**src/rtl/untrusted_ram_arb.sv**
```systemverilog
// rtl/untrusted_ram_arb.sv - round-robin arbiter sharing the untrusted RAM between Ibex fetch and data ports
// Bounds/write-protect checks, local error responses and fixed 1-cycle response routing.
module untrusted_ram_arb #(
  parameter int unsigned AddrBits = 15,
  parameter logic [31:0] RamBase  = 32'h0010_0000,
  parameter int unsigned WpWords  = 1024
) (
  input  logic                clk_i,
  input  logic                rst_i,

  input  logic                instr_req_i,
  output logic                instr_gnt_o,
  input  logic [31:0]         instr_addr_i,
  output logic                instr_rvalid_o,
  output logic [31:0]         instr_rdata_o,
  output logic                instr_err_o,

  input  logic                data_req_i,
  output logic                data_gnt_o,
  input  logic                data_we_i,
  input  logic [3:0]          data_be_i,
  input  logic [31:0]         data_addr_i,
  input  logic [31:0]         data_wdata_i,
  output logic                data_rvalid_o,
  output logic [31:0]         data_rdata_o,
  output logic                data_err_o,

  input  logic                wp_en_i,

  output logic                ram_req_o,
  output logic                ram_we_o,
  output logic [AddrBits-1:0] ram_addr_o,
  output logic [31:0]         ram_wdata_o,
  output logic [31:0]         ram_mask_o,
  input  logic                ram_rvalid_i,
  input  logic [31:0]         ram_rdata_i,
  input  logic                ram_err_i,

  output logic                protocol_err_o
);

  typedef enum logic {
    SIDE_INSTR = 1'b0,
    SIDE_DATA  = 1'b1
  } side_e;

  localparam logic [32:0] RangeBytes = 33'(1) << (AddrBits + 2);
  localparam logic [30:0] WpLimit    = 31'(WpWords);

  side_e       rr_last_q, rr_last_d;
  logic        pend_valid_q, pend_valid_d;
  side_e       pend_owner_q, pend_owner_d;
  logic        pend_local_q, pend_local_d;
  logic        prot_err_q, prot_err_d;

  logic        gnt_instr, gnt_data, any_gnt;
  logic [31:0] sel_addr;
  logic [3:0]  sel_be;
  logic [32:0] offset;
  logic        in_range, wp_hit, local_err;

  // Grants are suppressed during reset so nothing is accepted that would be dropped.
  always_comb begin
    gnt_instr = 1'b0;
    gnt_data  = 1'b0;
    if (!rst_i) begin
      if (instr_req_i && data_req_i) begin
        gnt_instr = (rr_last_q == SIDE_DATA);
        gnt_data  = (rr_last_q == SIDE_INSTR);
      end else begin
        gnt_instr = instr_req_i;
        gnt_data  = data_req_i;
      end
    end
  end

  assign any_gnt     = gnt_instr | gnt_data;
  assign instr_gnt_o = gnt_instr;
  assign data_gnt_o  = gnt_data;

  assign sel_addr = gnt_data ? data_addr_i : instr_addr_i;
  assign sel_be   = gnt_data ? data_be_i : 4'hF;

  // 33-bit subtraction: addresses below the base wrap to a huge offset and fail the range test.
  assign offset    = {1'b0, sel_addr} - {1'b0, RamBase};
  assign in_range  = (offset < RangeBytes);
  assign wp_hit    = gnt_data & data_we_i & wp_en_i & (offset[32:2] < WpLimit);
  assign local_err = ~in_range | wp_hit;

  always_comb begin
    ram_mask_o = '0;
    for (int i = 0; i < 4; i++) begin
      ram_mask_o[i*8 +: 8] = {8{sel_be[i]}};
    end
  end

  assign ram_req_o   = any_gnt & ~local_err;
  assign ram_we_o    = ram_req_o & gnt_data & data_we_i;
  assign ram_addr_o  = offset[AddrBits+1:2];
  assign ram_wdata_o = data_wdata_i;

  logic        fwd_pending;
  logic        emit;
  logic        resp_err;
  logic [31:0] resp_rdata;

  assign fwd_pending = pend_valid_q & ~pend_local_q;
  assign emit        = pend_valid_q & ~rst_i;

  // A forwarded entry without its RAM response still answers, as an error.
  always_comb begin
    resp_err   = 1'b1;
    resp_rdata = '0;
    if (fwd_pending && ram_rvalid_i) begin
      resp_err   = ram_err_i;
      resp_rdata = ram_rdata_i;
    end
  end

  assign instr_rvalid_o = emit & (pend_owner_q == SIDE_INSTR);
  assign data_rvalid_o  = emit & (pend_owner_q == SIDE_DATA);
  assign instr_rdata_o  = instr_rvalid_o ? resp_rdata : '0;
  assign instr_err_o    = instr_rvalid_o & resp_err;
  assign data_rdata_o   = data_rvalid_o ? resp_rdata : '0;
  assign data_err_o     = data_rvalid_o & resp_err;

  always_comb begin
    rr_last_d    = rr_last_q;
    pend_valid_d = any_gnt;
    pend_owner_d = gnt_data ? SIDE_DATA : SIDE_INSTR;
    pend_local_d = local_err;
    prot_err_d   = prot_err_q;
    if (any_gnt) begin
      rr_last_d = gnt_data ? SIDE_DATA : SIDE_INSTR;
    end
    if ((ram_rvalid_i && !fwd_pending) || (fwd_pending && !ram_rvalid_i)) begin
      prot_err_d = 1'b1;
    end
  end

  always_ff @(posedge clk_i) begin
    if (rst_i) begin
      rr_last_q    <= SIDE_DATA;
      pend_valid_q <= 1'b0;
      pend_owner_q <= SIDE_INSTR;
      pend_local_q <= 1'b0;
      prot_err_q   <= 1'b0;
    end else begin
      rr_last_q    <= rr_last_d;
      pend_valid_q <= pend_valid_d;
      pend_owner_q <= pend_owner_d;
      pend_local_q <= pend_local_d;
      prot_err_q   <= prot_err_d;
    end
  end

  assign protocol_err_o = prot_err_q;

endmodule

```
**config.mk**
```make
export PLATFORM = sky130hd
export DESIGN_NAME = untrusted_ram_arb
export DESIGN_NICKNAME = d
export VERILOG_FILES = /design/src/rtl/untrusted_ram_arb.sv
export SDC_FILE = /design/constraint.sdc
export NUM_CORES = 1
export LEC_CHECK = 0
export BUFFER_PORTS_ARGS = -buffer_cell sky130_fd_sc_hd__buf_2
export CORE_AREA = 2 2 114 116
export CTS_CLUSTER_SIZE = 28
export DETAILED_ROUTE_END_ITERATION = 16
export DIE_AREA = 0 0 116 118
export GPL_TIMING_DRIVEN = 0
export PLACE_DENSITY_LB_ADDON = 0.1
export RECOVER_POWER = 100
export SLEW_MARGIN = 20
export SYNTH_ARGS = -nofsm -noshare
export SYNTH_HDL_FRONTEND = slang
export SYNTH_SLANG_ARGS = --single-unit
```
**constraint.sdc**
```tcl
create_clock -name clk_i -period 2.3 [get_ports clk_i]
set_input_delay 0.115 -clock clk_i [delete_from_list [all_inputs] [get_ports clk_i]]
set_output_delay 0.115 -clock clk_i [all_outputs]
set_load 0.005 [all_outputs]
```
==> results.cfg, run 1 <==
[detailed_routing]
ant_nets = 0
wl_per_cell_um = 9.93
via_per_inst = 3.60
drt_iter0_drc = 44
dr_total_vias = 2602
wl_um = 7170
first_pass_iters = 4
drc = 0

[status]
run_status = finished, violations left
violations = negative setup slack

[setup_path]
critPathLaunchType = register
cp-end-kind = output port
cp_max_fo = 3
arrival_ns = 2.25
path_class = reg2out
crit_required_ns = 2.18

[logic_synthesis]
async_reset_ff_frac = 0
ys_warn_count = 0
synth_top_flop_cell = dfxtp_1
synthesis.area_per_instance_um2 = 5.68
seq_area_frac_synth = 0.0614
ys_ff_latch = 5
synth_fa_ha_area_frac = 0.0154
synth_simple_gate_area_frac = 0.545
syn_area_um2 = 1630
synth_mux_area_frac = 0.0123
synth_compound_area_frac = 0.0415
synth_fp_nets = 429
synth-edff-count = 0
synth-xor-area-share = 0
netlist_instances = 287
netlist-cell-type-count = 35
synth_top_family_by_area = simple AND/OR/NAND/NOR gates

[die]
dieArea_um2 = 13700
num_io_pins = 292
start_util = 0.131
rows = 41
dieWidth_um = 116
die-height_um = 118
core_area_um2 = 12400

[final_layout]
nets = 693
area_delta_synth_final_pct = 99.8
final_cell_count_no_fill = 722
fillerInstances = 1444
finalInstanceArea_um2 = 3250
layout-drive-gt1-share = 0.605
diodes = 0

[clock_network]
insertion_delay_ns = 0.22
clock_sinks = 5
clk_pin_slew_ns = 0.03
clockBufferDepth = 2
tritoncts = done
numCtsBuffers = 3
ctsHtreeMaxLevel = 1
cts_root_buf = clkbuf_16

[timing]
worst_pin_slew_ns = 0.436
max_freq_mhz = 424
max_slew_margin = 0.710
drv_slew = 0
setup_ws_ns = -0.0608
skew_ns = 0.000954
post-route-period-util = 1.03
rsz0062_at_grt = true
setup_viol = 2
finalWorstPathRequiredPeriod_ns = 2.36
final_hold_viol_count = 0

[global_route]
grt_pass1_vias = 2306
grt_pass1_wl_um = 10400
grt_use_total = 0.0928
gr-total-overflow = 0
grt_max_degree = 11
antenna_found_initial = 0

[pwr]
ir_drop_mv = 0.153
power_mw = 0.753
power.density_nw_per_um2 = 232
p_leak_nw = 1.83

[job]
drv_cap = 0

[place]
place_inst = 714
place_ws_ns = -0.280
portBuffers = 255
dp_hpwl_um = 6300
post_dp_cell_area_um2 = 3120
place.gp.congestion = 0.696

[worst_hold_path]
hold_class = in2reg
[final timing paths]
check | start | cells after the start | slack, ns | endpoint
setup / recovery | rr_last_q$_SDFFE_PP1P_ | 11 | -0.06 | ram_we_o
hold / removal | data_req_i | 3 | 0.17 | rr_last_q$_SDFFE_PP1P_
setup reg to reg | rr_last_q$_SDFFE_PP1P_ | 11 | 0.17 | pend_local_q$_SDFF_PP0_
hold reg to reg | protocol_err_o$_SDFFE_PP0P_ | 2 | 0.46 | protocol_err_o$_SDFFE_PP0P_
[worst max-delay path, stage by stage, from the launching register on]
cell and delay [ns]:
dfxtp_2 0.32, nand2_2 0.08, nand2_2 0.06, buf_6 0.13
mux2i_1 0.11, ha_1 0.30, nor4b_4 0.20, nand2_2 0.09
o32ai_4 0.25, nand4_4 0.16, nor3_2 0.19, buf_2 0.14
[cell families (layout without fill, tap and decap cells)]
| logic type | count (synthesis) | after routing |
|---|---|---|
| buffers and inverters | 80 | 343 |
| and+or+nand+nor | 190 | 190 |
| DFF | 5 | 5 |
| muxes | 2 | 2 |
| AOI/OAI and AO/OA | 8 | 8 |
| adders and majority gates | 2 | 2 |
[synth_stat cells (all sizes together) (2+ instances only)]
cell | instances | area [um^2]
nor2b | 4 | 27.5
a21oi | 2 | 10.0
nand2b | 5 | 31.3
nand3 | 3 | 15.0
mux2i | 2 | 20.0
nor4b | 4 | 35.0
or2 | 2 | 12.5
or4 | 2 | 22.5
o211ai | 2 | 15.0
and2 | 2 | 12.5
buf | 62 | 462
dfxtp | 5 | 100
nand3b | 2 | 27.5
nor3 | 2 | 15.0
nand2 | 82 | 310
ha | 2 | 25.0
clkbuf | 13 | 48.8
inv | 5 | 18.8
nor4 | 3 | 46.3
nor2 | 74 | 278
[power by group]
| part | leakage [nW] | internal (mW) | switching [mW] |
|---|---|---|---|
| clock | 0.0382 | 0.229 | 0.0541 |
| combinational | 1.75 | 0.211 | 0.162 |
| sequential | 0.0416 | 0.0936 | 0.00313 |
[layout by cell type (no fill, tap or decap), types with 2 or more instances in the layout]
cell	count
or4_4	2
dfxtp_1	4
clkbuf_4	23
or2_2	2
nand2b_1	5
nand2_1	79
a21oi_1	2
buf_4	41
ha_1	2
nor4b_1	3
o211ai_1	2
inv_1	5
nand3_1	3
nor2_1	74
and2_1	2
buf_2	246
mux2i_1	2
nor2b_1	3
nor4_2	2
clkbuf_1	23
clkbuf_16	3
nand2_2	3
[through the flow]
stage | util | hold WS (ns) | TNS [ns]
floorplan | - | 0.187 | 0
global placement | 0.251 | 0.382 | -0.564
detailed placement | 0.251 | 0.395 | -0.624
global route | 0.262 | 0.228 | -0.422
finish | 0.262 | 0.167 | -0.0915
CTS | 0.262 | 0.158 | -0.211
[state kept, by name, summed over array words and instances, names as in the netlist]
register,flops
protocol_err_o,1
rr_last_q,1
pend_local_q,1
pend_owner_q,1
pend_valid_q,1
[timing repair]
item,CTS,global route
setup buffers,3,1
cloned,0,0
setup endpoints to repair,3,3
pin swaps,6,3
hold buffers,0,0
resized for setup,6,1
[per-layer routing]
metal / part of all wire / routed length, um / vias to the layer above / track usage
li1: - / - / 1367 / -
met1: 0.37 / 2690 / 1073 / 0.101
met2: 0.51 / 3660 / 158 / 0.182
met3: 0.11 / 785 / 4 / 0.0206
met4: 0.0049 / 35 / 0 / 0.0134
met5: 0 / 0 / - / 0
[cell type report]
class                      count  area [um^2]  area share
multi-input combinational    202         1030       0.317
inverter                       5         18.8     0.00577
tap                          172          215      0.0661
timing repair buffer         259         1290       0.398
sequential                     5          101      0.0311
buffer                        75          514       0.158
clock buffer                   4         78.8      0.0242
No activity file was read; power rests on OpenSTA's default activity.
==> inputs of run 2 (changes only) <==
==> constraint.sdc (replaced) <==
create_clock -name clk_i -period 2.2 [get_ports clk_i]
set_input_delay 0.11 -clock clk_i [delete_from_list [all_inputs] [get_ports clk_i]]
set_output_delay 0.11 -clock clk_i [all_outputs]
set_load 0.005 [all_outputs]
==> results.cfg, run 2 (synthesized netlist as in run 1, its figures left out) <==
[timing]
max_freq_mhz = 425
setup_ws_ns = -0.155
drv_slew = 0
final_hold_viol_count = 0
fin_tns_setup_ns = -0.419
post-route-period-util = 1.07
worst_pin_slew_ns = 0.436
finalWorstPathRequiredPeriod_ns = 2.36
rsz0062_at_grt = true
setup_viol = 3
max_slew_margin = 0.710
skew_ns = 0.000982

[die]
rows = 41
start_util = 0.131
dieWidth_um = 116
core_area_um2 = 12400
num_io_pins = 292
dieArea_um2 = 13700
die-height_um = 118

[detailed_routing]
drt_iter0_drc = 42
via_per_inst = 3.60
ant_nets = 0
wl_um = 7170
first_pass_iters = 4
dr_total_vias = 2603
drc = 0
wl_per_cell_um = 9.90

[setup_path]
arrival_ns = 2.25
cp-end-kind = output port
crit_required_ns = 2.09
cp_max_fo = 3
path_class = reg2out
critPathLaunchType = register

[pwr]
power_mw = 0.789
clock_power_share = 0.376
p_sw_frac = 0.290
power.density_nw_per_um2 = 240
p_int_mw = 0.560
pwr-share-seq = 0.128
ir_drop_mv = 0.159
p_leak_nw = 1.85
p_sw_mw = 0.229
combPwrFrac = 0.496

[status]
violations = negative setup slack
run_status = finished, violations left

[clock_network]
cts_root_buf = clkbuf_16
tritoncts = done
clock_sinks = 5
insertion_delay_ns = 0.22
cts_hold_buf = 0
numCtsBuffers = 3
clk_pin_slew_ns = 0.03
clockBufferDepth = 2
ctsHtreeMaxLevel = 1

[final_layout]
nets = 695
final_cell_mix = 246 x buf_2, 79 x nand2_1, 74 x nor2_1, 41 x buf_4, 23 x clkbuf_4
fin_util = 0.265
fillerInstances = 1440
final_common_cell = buf_2
layout-drive-gt1-share = 0.616
area_delta_synth_final_pct = 102
finalInstanceArea_um2 = 3290
diodes = 0

[place]
portBuffers = 255
place.gp.congestion = 0.696
dp_hpwl_um = 6300
post_dp_cell_area_um2 = 3120

[global_route]
grt_pass1_wl_um = 10400
gr-total-overflow = 0
grt_max_degree = 11
grt_use_total = 0.0928
grt_pass1_vias = 2308
antenna_found_initial = 0

[worst_hold_path]
hold_class = in2reg

[job]
drv_cap = 0
==> run 2: cell types whose count changed in the layout (fill, tap and decap cells not counted), sizes merged <==
cell,change
buf,+2
==> run 2: cell type report <==
type                    count  area [um^2]  share of cell area
repair buffers            261         1320               0.401
plain buffers              75          519               0.158
clock buffers               4         78.8              0.0240
multi-input cells         202         1040               0.315
inverters                   5         18.8             0.00571
flip-flops and latches      5          101              0.0308
well taps                 172          215              0.0654
==> run 2: stage by stage <==
stage	hold WS, ns	worst slack [ns]	instances
2_1_floorplan	0.182	0.0904	287
3_3_place_gp	0.377	-0.351	714
3_5_place_dp	0.386	-0.370	714
4_1_cts	0.153	-0.219	722
5_1_grt	0.223	-0.308	724
6_report	0.162	-0.155	724
==> run 2: metal layers <==
metal  up-vias  share of wire  GRT usage
met5         -              0          0
met4         0         0.0049     0.0134
met3         4           0.11     0.0206
met2       158           0.51      0.182
met1      1068           0.37      0.101
li1       1373              -          -
==> run 2: timing repair <==
item,CTS,global route
pin swaps,6,4
setup endpoints to repair,3,54
setup buffers,4,3
gates cloned,0,0
gates resized for setup,7,12
==> run 2: worst max-delay path, cell delays in order (launching register included) <==
cell	delay (ns)
dfxtp_2	0.32
nand2_2	0.08
nand2_2	0.05
buf_6	0.13
mux2i_1	0.11
ha_1	0.30
nor4b_4	0.20
nand2_2	0.09
o32ai_4	0.25
nand4_4	0.16
nor3_2	0.19
buf_2	0.14
==> run 2: worst paths after layout <==
| kind | start | to | slack [ns] | depth (start not counted) |
|---|---|---|---|---|
| setup / recovery | rr_last_q$_SDFFE_PP1P_ | ram_we_o | -0.16 | 11 |
| hold / removal | data_req_i | rr_last_q$_SDFFE_PP1P_ | 0.16 | 3 |
| setup reg to reg | rr_last_q$_SDFFE_PP1P_ | pend_local_q$_SDFF_PP0_ | -0.14 | 13 |
| hold reg to reg | protocol_err_o$_SDFFE_PP0P_ | protocol_err_o$_SDFFE_PP0P_ | 0.46 | 2 |
==> run 2: power by group through the flow <==
| stage | Clock (mW) | Sequential, mW | Combinational [mW] |
|---|---|---|---|
| floorplan | 0 | 0.101 | 0.187 |
| global placement | 0 | 0.102 | 0.388 |
| detailed placement | 0 | 0.102 | 0.389 |
| CTS | 0.304 | 0.101 | 0.399 |
| global route | 0.314 | 0.102 | 0.439 |
| finish | 0.296 | 0.101 | 0.392 |
==> inputs of run 3 (changes only) <==
==> constraint.sdc (replaced) <==
create_clock -name clk_i -period 2.54 [get_ports clk_i]
set_input_delay 0.127 -clock clk_i [delete_from_list [all_inputs] [get_ports clk_i]]
set_output_delay 0.127 -clock clk_i [all_outputs]
set_load 0.005 [all_outputs]
==> results.cfg, run 3 (synthesized netlist as in run 1, its figures left out) <==
[status]
run_status = finished, final reports clean

[final_layout]
register_area_um2 = 100
final_common_cell = buf_2
layout-drive-gt1-share = 0.481
fillerInstances = 1487
nets = 692
multi_input_area_um2 = 1030
final_cell_mix = 167 x buf_2, 90 x clkbuf_1, 79 x nand2_1, 74 x nor2_1, 51 x clkbuf_4
diodes = 0
area_delta_synth_final_pct = 93.9

[setup_path]
r2r_slack_ns = 0.41
reg2reg_to = pend_local_q$_SDFF_PP0_
critPathLaunchType = register
crit_required_ns = 2.41
cp-end-kind = output port
cp_max_fo = 3
path_class = reg2out
arrival_ns = 2.25
r2r-start = rr_last_q$_SDFFE_PP1P_
cp-startpoint = rr_last_q$_SDFFE_PP1P_
worst_r2r_path_depth = 11

[die]
rows = 41
start_util = 0.131
dieWidth_um = 116
die-height_um = 118
core_area_um2 = 12400
dieArea_um2 = 13700
num_io_pins = 292

[place]
place.gp.congestion = 0.696
dp_hpwl_um = 6300
portBuffers = 255
place_ws_ns = -0.0639

[pwr]
p_leak_nw = 1.54
power.density_nw_per_um2 = 213
p_sw_mw = 0.199
p_sw_frac = 0.295
ir_drop_mv = 0.135
power_mw = 0.674
p_int_mw = 0.475
clock_power_share = 0.381
pwr-share-seq = 0.130
combPwrFrac = 0.489

[detailed_routing]
dr_total_vias = 2574
first_pass_iters = 4
ant_nets = 0
drt_iter0_drc = 52
drc = 0
via_per_inst = 3.57
wl_per_cell_um = 9.97
wl_um = 7190

[global_route]
grt_use_total = 0.0928
grt_pass1_wl_um = 10400
grt_pass1_vias = 2307
antenna_found_initial = 0
gr-total-overflow = 0
grt_max_degree = 11

[timing]
finalWorstPathRequiredPeriod_ns = 2.37
rsz0062_at_grt = false
max_slew_margin = 0.710
skew_ns = 0.00109
final_hold_viol_count = 0
post-route-period-util = 0.935
max_freq_mhz = 421
drv_slew = 0
setup_ws_ns = 0.165
worst_pin_slew_ns = 0.435
setup_viol = 0

[clock_network]
clk_pin_slew_ns = 0.03
numCtsBuffers = 3
insertion_delay_ns = 0.22
tritoncts = done
clock_sinks = 5
clockBufferDepth = 2
ctsHtreeMaxLevel = 1
cts_root_buf = clkbuf_16
cts_hold_buf = 0

[worst_hold_path]
hold_class = in2reg
holdPathStages = 3
min_from = instr_req_i
min_to = pend_valid_q$_SDFF_PP0_

[job]
drv_cap = 0
-- run 3: stage by stage --
stage	instances	hold WS [ns]	area, um^2	TNS, ns	utilization
4_1_cts	721	0.170	3250	0	0.261
3_5_place_dp	714	0.407	3120	-0.0858	0.251
2_1_floorplan	287	0.199	1630	0	-
5_1_grt	721	0.246	3160	0	0.254
3_3_place_gp	714	0.394	3120	-0.0451	0.251
6_report	721	0.208	3160	0	0.254
-- run 3: worst max path at each step --
stage | to | slack, ns | cells after the start
floorplan | ram_req_o | 0.41 | 10
global placement | ram_req_o | -0.05 | 12
detailed placement | ram_req_o | -0.06 | 12
CTS | ram_req_o | 0.02 | 11
global route | ram_req_o | 0.003 | 11
finish | ram_we_o | 0.17 | 11
-- run 3: worst max-delay path: stages, from the launching register on --
cell	delay, ns
dfxtp_1	0.32
nand2_2	0.08
nand2_2	0.06
buf_6	0.13
mux2i_1	0.11
ha_1	0.30
nor4b_4	0.20
nand2_2	0.09
o32ai_4	0.25
nand4_4	0.16
nor3_2	0.19
buf_2	0.14
-- run 3: what timing repair did --
item / in CTS / in global routing
gates cloned: 0 / 0
pin swaps: 3 / 5
resized for setup: 4 / 2
setup endpoints to repair: 2 / 2
setup buffers: 3 / 0
endpoints found under the hold margin: 0 / 0
-- run 3: power by group through the flow --
stage | clock (mW) | sequential [mW] | combinational [mW]
2_1_floorplan | 0 | 0.0879 | 0.162
3_3_place_gp | 0 | 0.0882 | 0.336
3_5_place_dp | 0 | 0.0881 | 0.337
4_1_cts | 0.263 | 0.0873 | 0.343
5_1_grt | 0.272 | 0.0880 | 0.370
6_report | 0.257 | 0.0874 | 0.330
-- run 3: area by class of cell --
type / instances / share of cell area
inverters: 5 / 0.00594
multi-input cells: 202 / 0.326
repair buffers: 258 / 0.380
clock buffers: 4 / 0.0250
well taps: 172 / 0.0681
plain buffers: 75 / 0.163
flip-flops and latches: 5 / 0.0317
-- run 3: layer usage --
metal	part of all wire	track usage	vias to the layer above
met1	0.38	0.101	1044
li1	-	-	1368
met2	0.51	0.182	158
met5	0	0	-
met4	0.0049	0.0134	0
met3	0.11	0.0206	4
